File: src/rtl/audio_stream_controller.sv
// Sample-rate scheduler: captures ADC pairs into an RX FIFO and plays TX FIFO pairs
// out through registered DAC outputs on each enabled advance strobe.
module audio_stream_controller #(
  parameter int DEPTH = 16,
  parameter int WIDTH = 24
) (
  input  logic                     CLOCK_50,
  input  logic                     reset,
  input  logic                     advance,
  input  logic [WIDTH-1:0]         adc_left,
  input  logic [WIDTH-1:0]         adc_right,
  output logic [WIDTH-1:0]         dac_left,
  output logic [WIDTH-1:0]         dac_right,
  input  logic                     enable,
  input  logic                     mute,
  input  logic                     loopback,
  output logic                     rx_valid,
  input  logic                     rx_ready,
  output logic [WIDTH-1:0]         rx_left,
  output logic [WIDTH-1:0]         rx_right,
  input  logic                     tx_valid,
  output logic                     tx_ready,
  input  logic [WIDTH-1:0]         tx_left,
  input  logic [WIDTH-1:0]         tx_right,
  output logic [$clog2(DEPTH):0]   rx_count,
  output logic [$clog2(DEPTH):0]   tx_count,
  output logic [15:0]              overrun_count,
  output logic [15:0]              underrun_count
);
  localparam int AW = $clog2(DEPTH);
  localparam int CW = AW + 1;
  localparam logic [CW-1:0] FULL = CW'(DEPTH);

  logic [2*WIDTH-1:0] rx_mem [DEPTH];
  logic [2*WIDTH-1:0] tx_mem [DEPTH];

  logic [AW-1:0]    rx_wp_q, rx_wp_d, rx_rp_q, rx_rp_d;
  logic [AW-1:0]    tx_wp_q, tx_wp_d, tx_rp_q, tx_rp_d;
  logic [CW-1:0]    rx_cnt_q, rx_cnt_d, tx_cnt_q, tx_cnt_d;
  logic [WIDTH-1:0] dac_l_q, dac_l_d, dac_r_q, dac_r_d;
  logic [15:0]      ovr_q, ovr_d, und_q, und_d;

  logic sample_ev, rx_push, rx_pop, tx_wr, tx_pop, underrun;
  logic [2*WIDTH-1:0] tx_head;

  // Full/empty decisions use the count at the start of the cycle, so a
  // same-cycle consumer read never makes room for a capture.
  assign sample_ev = advance & enable;
  assign rx_push   = sample_ev & (rx_cnt_q != FULL);
  assign rx_pop    = rx_valid & rx_ready;
  assign tx_wr     = tx_valid & tx_ready;
  assign tx_pop    = sample_ev & ~loopback & (tx_cnt_q != '0);
  assign underrun  = sample_ev & ~loopback & (tx_cnt_q == '0);
  assign tx_head   = tx_mem[tx_rp_q];

  assign rx_valid       = (rx_cnt_q != '0);
  assign tx_ready       = enable & ~reset & (tx_cnt_q != FULL);
  assign rx_left        = rx_valid ? rx_mem[rx_rp_q][2*WIDTH-1:WIDTH] : '0;
  assign rx_right       = rx_valid ? rx_mem[rx_rp_q][WIDTH-1:0]       : '0;
  assign dac_left       = dac_l_q;
  assign dac_right      = dac_r_q;
  assign rx_count       = rx_cnt_q;
  assign tx_count       = tx_cnt_q;
  assign overrun_count  = ovr_q;
  assign underrun_count = und_q;

  always_comb begin
    rx_wp_d  = rx_wp_q;
    rx_rp_d  = rx_rp_q;
    rx_cnt_d = rx_cnt_q;
    tx_wp_d  = tx_wp_q;
    tx_rp_d  = tx_rp_q;
    tx_cnt_d = tx_cnt_q;
    dac_l_d  = dac_l_q;
    dac_r_d  = dac_r_q;
    ovr_d    = ovr_q;
    und_d    = und_q;
    if (!enable) begin
      rx_wp_d  = '0;
      rx_rp_d  = '0;
      rx_cnt_d = '0;
      tx_wp_d  = '0;
      tx_rp_d  = '0;
      tx_cnt_d = '0;
      dac_l_d  = '0;
      dac_r_d  = '0;
    end else begin
      if (rx_push) rx_wp_d = rx_wp_q + AW'(1);
      if (rx_pop)  rx_rp_d = rx_rp_q + AW'(1);
      rx_cnt_d = rx_cnt_q + CW'(rx_push) - CW'(rx_pop);
      if (tx_wr)   tx_wp_d = tx_wp_q + AW'(1);
      if (tx_pop)  tx_rp_d = tx_rp_q + AW'(1);
      tx_cnt_d = tx_cnt_q + CW'(tx_wr) - CW'(tx_pop);
      if (sample_ev) begin
        if (mute) begin
          dac_l_d = '0;
          dac_r_d = '0;
        end else if (loopback) begin
          dac_l_d = adc_left;
          dac_r_d = adc_right;
        end else if (tx_pop) begin
          dac_l_d = tx_head[2*WIDTH-1:WIDTH];
          dac_r_d = tx_head[WIDTH-1:0];
        end else begin
          dac_l_d = '0;
          dac_r_d = '0;
        end
        if (!rx_push && ovr_q != 16'hFFFF) ovr_d = ovr_q + 16'd1;
        if (underrun && und_q != 16'hFFFF) und_d = und_q + 16'd1;
      end
    end
  end

  always_ff @(posedge CLOCK_50) begin
    if (reset) begin
      rx_wp_q  <= '0;
      rx_rp_q  <= '0;
      rx_cnt_q <= '0;
      tx_wp_q  <= '0;
      tx_rp_q  <= '0;
      tx_cnt_q <= '0;
      dac_l_q  <= '0;
      dac_r_q  <= '0;
      ovr_q    <= '0;
      und_q    <= '0;
    end else begin
      rx_wp_q  <= rx_wp_d;
      rx_rp_q  <= rx_rp_d;
      rx_cnt_q <= rx_cnt_d;
      tx_wp_q  <= tx_wp_d;
      tx_rp_q  <= tx_rp_d;
      tx_cnt_q <= tx_cnt_d;
      dac_l_q  <= dac_l_d;
      dac_r_q  <= dac_r_d;
      ovr_q    <= ovr_d;
      und_q    <= und_d;
    end
  end

  // Storage needs no reset; occupancy is tracked by the counters.
  always_ff @(posedge CLOCK_50) begin
    if (rx_push && !reset) rx_mem[rx_wp_q] <= {adc_left, adc_right};
    if (tx_wr)             tx_mem[tx_wp_q] <= {tx_left, tx_right};
  end
endmodule
File: config.mk
export PLATFORM = sky130hd
export DESIGN_NAME = audio_stream_controller
export DESIGN_NICKNAME = d
export VERILOG_FILES = /design/src/rtl/audio_stream_controller.sv
export SDC_FILE = /design/constraint.sdc
export NUM_CORES = 1
export LEC_CHECK = 0
export CELL_PAD_IN_SITES_DETAIL_PLACEMENT = 2
export CELL_PAD_IN_SITES_GLOBAL_PLACEMENT = 2
export CORE_ASPECT_RATIO = 0.7
export CORE_MARGIN = 2
export CORE_UTILIZATION = 43
export DETAILED_ROUTE_END_ITERATION = 16
export PLACE_DENSITY = 0.72
export SLEW_MARGIN = 20
export SYNTH_ARGS = -nofsm -noshare
export SYNTH_HDL_FRONTEND = slang
export SYNTH_SLANG_ARGS = --single-unit
File: constraint.sdc
create_clock -name CLOCK_50 -period 6 [get_ports CLOCK_50]
set_input_delay 1.2 -clock CLOCK_50 [delete_from_list [all_inputs] [get_ports CLOCK_50]]
set_output_delay 1.2 -clock CLOCK_50 [all_outputs]
set_load 0.01 [all_outputs]
* Word level (Yosys, flattened, before mapping) *
Memories as Yosys holds them, arrays and structs flattened. A register that Yosys moved wholly into a read port is not among the register bits.
Cells that the tools add are included.

storage, ports and cells
  memory bits (read-only) = 0
  latch bits = 0
  bits in registers = 106
  bits in writable memories = 1536
  word-level logic and storage cells = 65
  memories = 2
  input port bits = 104

operators by class
  eq/ne operators = 4
  shifts and indexed selects = 0
  muxes and demuxes = 16
  div/mod/pow operators = 0
  $mul = 0
  order comparisons = 0
  $add $sub $neg = 10
  reduce and logical (&&, ||, !) cells = 11
  bitwise logic cells = 12

memory list
  memory  depth  width  read ports  clocked after Yosys merged registers in  wr ports  line  text
  rx_mem  16     48     1           1                                        1         34    logic [2*WIDTH-1:0] rx_mem [DEPTH];
  tx_mem  16     48     1           1                                        1         35    logic [2*WIDTH-1:0] tx_mem [DEPTH];

operators by type and width
  kind                                                              count
  24-bit two-way mux                                                8
  16-bit by 1-bit adder with 16-bit output (second input constant)  2
  16-bit != test (second input constant)                            2
  4-bit by 1-bit adder with 4-bit output (second input constant)    4
  4-bit two-way mux                                                 4
  5-bit by 1-bit adder with 5-bit output                            2
  5-bit != test (second input constant)                             2
  5-bit nonzero test                                                2
  5-bit by 1-bit subtractor with 5-bit output                       2
  1-bit bitwise AND                                                 9
  3-bit AND reduction                                               2
  5-bit logical NOT                                                 1
  1-bit two-way mux                                                 4
  1-bit logical AND                                                 3
  1-bit inverter                                                    3
  1-bit logical NOT                                                 2
  2-bit OR reduction                                                1

* Depth between registers and ports, before layout *
Gate-level depths: netlist of run 1.

  word-level depth = 6
  gate-level depth with buffers = 15

* Least setup slack after synthesis of run 1 *
No wires, ideal clock.

  path kind = input-to-reg
  start = in enable
  end = mem tx_mem[2][0] (netlist name), enable pin
  slack = 0.200 ns
  stages on the path = 5
  library setup time = 0.513 ns
  path buffers = 1
  data arrival time = 5.287 ns
  cells stage by stage = nor2b_1 and3_1 clkbuf_1 nand2_1 nor3_1

on the way
  word-level cells in the longest chain between the ends = 5

ends and longest elaborated chain
  item                                     line  text
  from (decl)                              14    input logic enable,
  1-bit bitwise AND (2 in series)          57    assign tx_ready = enable & ~reset & (tx_cnt_q != FULL);
  1-bit bitwise AND                        51    assign tx_wr = tx_valid & tx_ready;
  1-bit two-way mux                        143   if (tx_wr) tx_mem[tx_wp_q] <= {tx_left, tx_right};
  1-bit two-way mux (not written as such)  143
  to (decl)                                35

Every way passes these cells.

* Final worst setup path of run 1 *
  start = reg rx_cnt_q[3], in the netlist rx_count[3]
  end = out rx_left[7]

on the way
  word-level cells in the longest chain between the ends = 2

ends and longest elaborated chain
  item                    line  text
  from (decl)             39    logic [CW-1:0] rx_cnt_q, rx_cnt_d, tx_cnt_q, tx_cnt_d;
  from (signal assigned)  129   rx_cnt_q <= rx_cnt_d;
  5-bit nonzero test      56    assign rx_valid = (rx_cnt_q != '0);
  24-bit two-way mux      58    assign rx_left = rx_valid ? rx_mem[rx_rp_q][2*WIDTH-1:WIDTH] : '0;
  to (decl)               19    output logic [WIDTH-1:0] rx_left,

Every way passes these cells.

==> metrics.md, run 1 <==
| Metric | Value |
|---|---|
| Initial Utilization | 0.434 |
| Worst setup SP type | flop |
| Final min period | 5570 ps |
| Mapped Nets | 3,273 |
| Seq/Total Area, Yosys | 0.765 |
| Worst Setup Path Type | reg2out |
| CTS sink cnt | 1,650 |
| DP HPWL | 121 mm |
| Iteration-0 DRC Markers | about 4,100 |
| Post-synthesis mux area share | 0.150 |
| Headroom to the max-slew limit | 0.204 |
| IO Count | 244 |
| Adder-cell share of the synthesized area | 0.00538 |
| Largest net degree at the start of global routing | around 110 |
| Share of synthesized registers carrying an async set or reset | 0 |
| CTS tree | done |
| Overall die height | 325 um |
| Required @ worst endpoint | approximately 4800 ps |
| Htree depth | 4 |
| # setup viols final | 0 |
| Hold Path Class | reg2reg |
| Overall Global Routing Usage | 0.289 |
| Most common cell after layout, fill and taps aside | edfxtp_1 |
| CTS Hold Buffers Added | 0 |
| Wire length per cell | 39.3 um |
| Worst vdd ir | 0.313 mV |
| Yosys reg bits | 1,650 |
| Die width | 462 um |
| Number of synthesized flops with an enable pin | 1,536 |
| Syn Area/Cell | between 20 and 25 um2 |
| Hold depth | 2 |
| Hold Vio Cnt, Final | 0 |
| Core Footprint | 146,000 um2 |
| Yosys Warn Count | 0 |
| Dpl cells | about 5,300 |
| Crit end category | output pin |
| P&R area growth vs syn | 16.6% |
| Commonest non-fill, non-tap cells in the layout | 1,536 x edfxtp_1, 292 x mux4_2, 282 x mux2i_1, 241 x clkdlybuf4s50_1, 186 x a22oi_1 |
| Post-Synth XOR/XNOR Area | 0.00208 |
| FP Rows | 117 |
| Cell variety after synth | 48 |
| DRC | 0 |
| Main synth FF type | edfxtp_1 |
| Final setup TNS | 0 ps |
| Vias in the first global route | 38,521 |
| Die area | 150,000 um2 |
| Worst path max stage delay | approximately 740 ps |
| Layout cells sized above 1 | 0.185 |
| DRT antenna net count | 0 |
| Clock root cell | clkbuf_16 |
| Reg clk slew, reported paths | 60 ps |
| Number of max-cap violations | 0 |
| Non-filler cells, final | 5,561 |
| Post-synthesis simple-gate area fraction | 0.0225 |
| FILL cells | 12,663 |
| Top delay family on crit path | buffers and inverters |
| Via density | 6.34 |
| Antenna violations before repair | 16 |
| Largest family of logic cells by synthesized area | multiplexers |
| Drt total wl | 218 mm |
| Clk buf depth | 3 |
| FMAX | 180 MHz |
| Cts bufs inserted | 161 |
| Status | finished, final reports clean |
| WP depth | 7 |
| I/O Buffers | around 240 |
| Crit path cell chain | inv_1 > ha_1 > or4b_2 > nand2_2 > buf_4 > o22ai_1 > clkdlybuf4s50_1 |
| First-pass GRT wire length | 308 mm |
| Slowest stage cell, crit path | or4b_2 |
| CP Buf/Inv Count | 3 |
| Setup bufs post-CTS | 0 |
| Synth Instances | 3,143 |
| RSZ-0062 raised after global routing | false |
| Leak | 21.7 nW |
| CP Max Fanout | 33 |
| Net count, final | 3,591 |
| Compound-Gate Fraction of Synth Area | 0.0418 |
| Worst-case reg-to-reg path depth | 7 |
| Clk Latency, worst-skew pair | 810 ps |
| Initial DRT Pass Iterations | 6 |
| RePlAce Congestion | between 0.7 and 0.8 |
| Fin. max-slew vios | 0 |
| Cell area after synthesis | 63,300 um2 |
| Final period util | 0.928 |
| Post-CTS sizing | 0 |
| Total number of vias | 35,234 |
| PwrDens | about 340 nW/um2 |
| Worst-Margin Slew | roughly 1200 ps |
| Arrival time worst endpoint | about 4400 ps |
| Grt ovf | 0 |
| Setup Skew | 25.3 ps |
[cell usage after synthesis, drive strengths merged (16+ instances only)]
cell type	count	share of area
o21ai	58	0.0046
clkbuf	115	0.0068
nand3	66	0.0052
edfxtp	1536	0.73
mux2i	282	0.045
o22ai	48	0.0047
nor3	17	0.0013
o31ai	16	0.0019
buf	63	0.0046
nand2	31	0.0018
inv	26	0.0015
a21oi	36	0.0028
ha	24	0.0047
dfxtp	114	0.036
nor2	63	0.0037
mux4	292	0.10
or4	20	0.0024
a31oi	46	0.0045
a22oi	186	0.022
[report_power, final]
part           internal (mW)  switching, mW  total [mW]  leakage, nW
clock network           5.63           4.68        10.3         2.48
registers               12.6         0.0792        12.7         14.7
logic                   1.03           1.40        2.44         4.44
[path summary, 6_finish.rpt]
kind                    start             end  slack, ps
setup reg to reg  rx_count[2]  rx_mem[12][45]       2570
setup / recovery  rx_count[3]      rx_left[7]        430
hold / removal     rx_rp_q[3]      rx_rp_q[3]        520
hold reg to reg    rx_rp_q[3]      rx_rp_q[3]        520
[cells by family (layout without fill, tap and decap cells)]
family / Yosys count / after routing
other: 0 / 7
xor gates and xnor gates: 15 / 15
AOI/OAI and AO/OA: 398 / 398
muxes: 582 / 582
and+or+nand+nor: 268 / 268
DFF: 1650 / 1650
buffers and inverters: 204 / 652
adders and majority gates: 26 / 26
[final cells by class]
class / count / area [um2] / area share
multi-input combinational: 1289 / 14400 / 0.195
inverter: 26 / 97.6 / 0.00132
clock inverter: 71 / 686 / 0.00929
timing repair buffer: 333 / 3340 / 0.0453
antenna: 7 / 17.5 / 0.000237
sequential: 1650 / 48400 / 0.656
clock buffer: 222 / 4400 / 0.0597
tap: 1963 / 2460 / 0.0333
[metrics by stage]
step                      utilization  power [mW]  cell area, um2  hold WS, ps  worst slack, ps
after global placement          0.471        15.3           68600          491             1410
after floorplan                     -        14.0           63300          463              200
after detailed placement        0.471        15.4           68700          510             1280
final                           0.507        25.4           73800          523              432
after global routing            0.507        26.1           73800          560              285
after CTS                       0.506        25.6           73700          527              388
[layer usage]
layer  vias up  GRT usage  wire length (um)
li1      13758          -                 -
met1     19385      0.381             86600
met2      1731      0.493            111000
met3       350     0.0479             14500
met4        10     0.0903              6050
met5         -          0                67
[worst reg2reg max path, cell delays in order (launching register included)]
cell and delay (ps):
dfxtp_1 360, inv_1 90, ha_1 230, nor4bb_1 180
nor2_1 400, nand2_1 390, nor2_4 830, buf_4 520
[sequential cells by signal (all words and copies together), names as in the netlist, named ones only]
name,count
tx_wp_q,4
rx_mem,768
underrun_count,16
tx_mem,768
dac_right,24
rx_wp_q,4
tx_rp_q,4
tx_count,5
dac_left,24
overrun_count,16
rx_count,5
rx_rp_q,4
(Power assumes the default switching activity.)
==> run 2, diff against run 1 <==
- CORE_UTILIZATION: 43 -> 40
- PLACE_DENSITY: 0.72 -> 0.68
==> run 2 against run 1 <==
  * Via count down 3.4%
  * Sequential power about the same
  * Combinational power up 2%
  * Critical path depth unchanged
  * Critical path type unchanged
  * Largest power group unchanged
==> metrics.md, run 2 (synthesis gave the netlist of run 1 again) <==
| Metric | Value |
|---|---|
| Status | finished, final reports clean |
| Required @ worst endpoint | 4800 ps (about the same) |
| DRC | 0 (unchanged) |
| Top flop regs | rx_mem x768, tx_mem x768 |
| CTS tree | done |
| Fin. max-slew vios | 0 (unchanged) |
| Final min period | 5600 ps (+29.3 ps) |
| Overall Global Routing Usage | 0.250 (-0.0391) |
| Layout cells sized above 1 | 0.190 (+0.00530) |
| CTS sink cnt | 1,650 (unchanged) |
| Initial DRT Pass Iterations | 5 (-1) |
| Via density | 5.96 (-6.0%) |
| Arrival time worst endpoint | 4400 ps (+30 ps) |
| Clk Latency, worst-skew pair | 820 ps (about the same) |
| Worst-Margin Slew | 1190 ps (-2.72 ps) |
| Power, Total | 25.6 mW (+0.66%) |
| Wire length per cell | 35.4 um (-9.9%) |
| Final setup TNS | 0 ps (unchanged) |
| Htree depth | 4 (unchanged) |
| Die area | 161,000 um2 (+7.4%) |
| Clock root cell | clkbuf_16 |
| P&R area growth vs syn | 17.4% |
| Cts bufs inserted | 161 (unchanged) |
| Worst setup SP type | flop |
| Most common cell after layout, fill and taps aside | edfxtp_1 |
| DP HPWL | 118 mm (-2.9%) |
| DRT antenna net count | 0 (unchanged) |
| Drt total wl | 202 mm (-7.4%) |
| Commonest non-fill, non-tap cells in the layout | 1,536 x edfxtp_1, 292 x mux4_2, 282 x mux2i_1, 239 x clkdlybuf4s50_1, 186 x a22oi_1 |
| Post-CTS sizing | 0 (unchanged) |
| Worst Setup Path Type | reg2out |
| Grt peak-use layer | met2 |
| # setup viols final | 0 (unchanged) |
| Core Footprint | 158,000 um2 (+8.2%) |
| Final period util | 0.933 (+0.00489) |
| Initial Utilization | 0.402 (-0.0327) |
| CTS Hold Buffers Added | 0 (unchanged) |
| I/O Buffers | 243 (unchanged) |
| Hold Vio Cnt, Final | 0 (unchanged) |
| FILL cells | 14,074 (+11%) |
| RSZ-0062 raised after global routing | false |
| Leak | 21.8 nW (+0.63%) |
| Met2 Use GR | 0.413 (-0.0808) |
| Setup Skew | 34.6 ps (+9.31 ps) |
| Clk buf depth | 3 (unchanged) |
| Met1 Use GR | 0.338 (-0.0432) |
| FMAX | 179 MHz (-0.52%) |
| Net count, final | 3,594 (+0.084%) |
| Headroom to the max-slew limit | 0.203 (-0.000673) |
| Reg clk slew, reported paths | 60 ps (about the same) |
| Total number of vias | 34,036 (-3.4%) |
| Overall die height | 337 um (+3.6%) |
| Largest net degree at the start of global routing | 73 (-30%) |
| RePlAce Congestion | 0.776 (+1.9%) |
| Setup bufs post-CTS | 0 (unchanged) |
| PwrDens | 345 nW/um2 (about the same) |
| Iteration-0 DRC Markers | 3,440 (-17%) |
| Worst vdd ir | 0.328 mV (+5.0%) |
| CP Max Fanout | 27 (-18%) |
| Hold Path Class | reg2reg |
| IO Count | 244 (unchanged) |
| Met3 Track Usage GR | 0.0476 (-0.000301) |
| Number of max-cap violations | 0 (unchanged) |
| First-pass GRT wire length | 286 mm (-7.0%) |
| Grt ovf | 0 (unchanged) |
| Crit end category | output pin |
| Antenna violations before repair | 20 (+4) |
| Die width | 479 um (+3.7%) |
| Vias in the first global route | 37,428 (-2.8%) |
| FP Rows | 122 (+4.3%) |
==> run 2: changes by cell type in the layout (fill, tap and decap cells not counted), moves of 3 or more <==
cell	delta
diode_2	+4
clkbuf_16	+3
clkbuf_1	-10
buf_12	+7
clkbuf_8	+12
clkinv_1	-3
inv_6	-4
==> run 2: report_power, final <==
group          total [mW]  internal [mW]  switching (mW)  leakage (nW)
logic                2.50           1.04            1.47          4.47
registers            12.7           12.6          0.0737          14.7
clock network        10.4           5.91            4.50          2.59
total                25.6           19.6            6.05          21.8
==> run 2: stage by stage <==
stage / setup slack (ps) / utilization / area [um2] / hold slack [ps] / instances
2_1_floorplan: 200 / - / 63300 / 463 / 3143
3_3_place_gp: 1010 / 0.438 / 68900 / 483 / 5409
3_5_place_dp: 1070 / 0.438 / 68900 / 487 / 5409
4_1_cts: 328 / 0.471 / 74200 / 520 / 5704
5_1_grt: 257 / 0.471 / 74300 / 546 / 5712
6_report: 402 / 0.471 / 74300 / 512 / 5715
==> run 2: path summary, 6_finish.rpt <==
path,start,to,slack [ps],cells after the start
max reg2reg,rx_count[2],rx_count[4],2440,14
max,rx_count[2],rx_left[11],400,7
min reg2reg,rx_rp_q[1],flop,510,2
min,rx_rp_q[1],flop,510,2
==> run 2: final cells by class <==
cell class,instances,area [um2],share of cell area
diodes,11,27.5,0.000371
multi-input cells,1289,14400,0.193
flip-flops and latches,1650,48400,0.652
clock buffers,227,4610,0.0620
inverters,26,97.6,0.00131
repair buffers,336,3430,0.0461
clock inverters,68,681,0.00917
well taps,2108,2640,0.0355
==> run 2: worst max-delay path, cell delays in order (launching register included) <==
cell	delay, ps
dfxtp_1	320
inv_1	100
ha_1	220
or4b_2	760
nand2_2	780
buf_4	500
o22ai_1	290
clkdlybuf4s50_1	570
==> run 2: metal layers <==
layer  vias to the layer above  routed length, um
met5                         -                 65
met4                        10               5060
met3                       268              12800
met2                      1299              99900
met1                     18686              84500
li1                      13773                  -
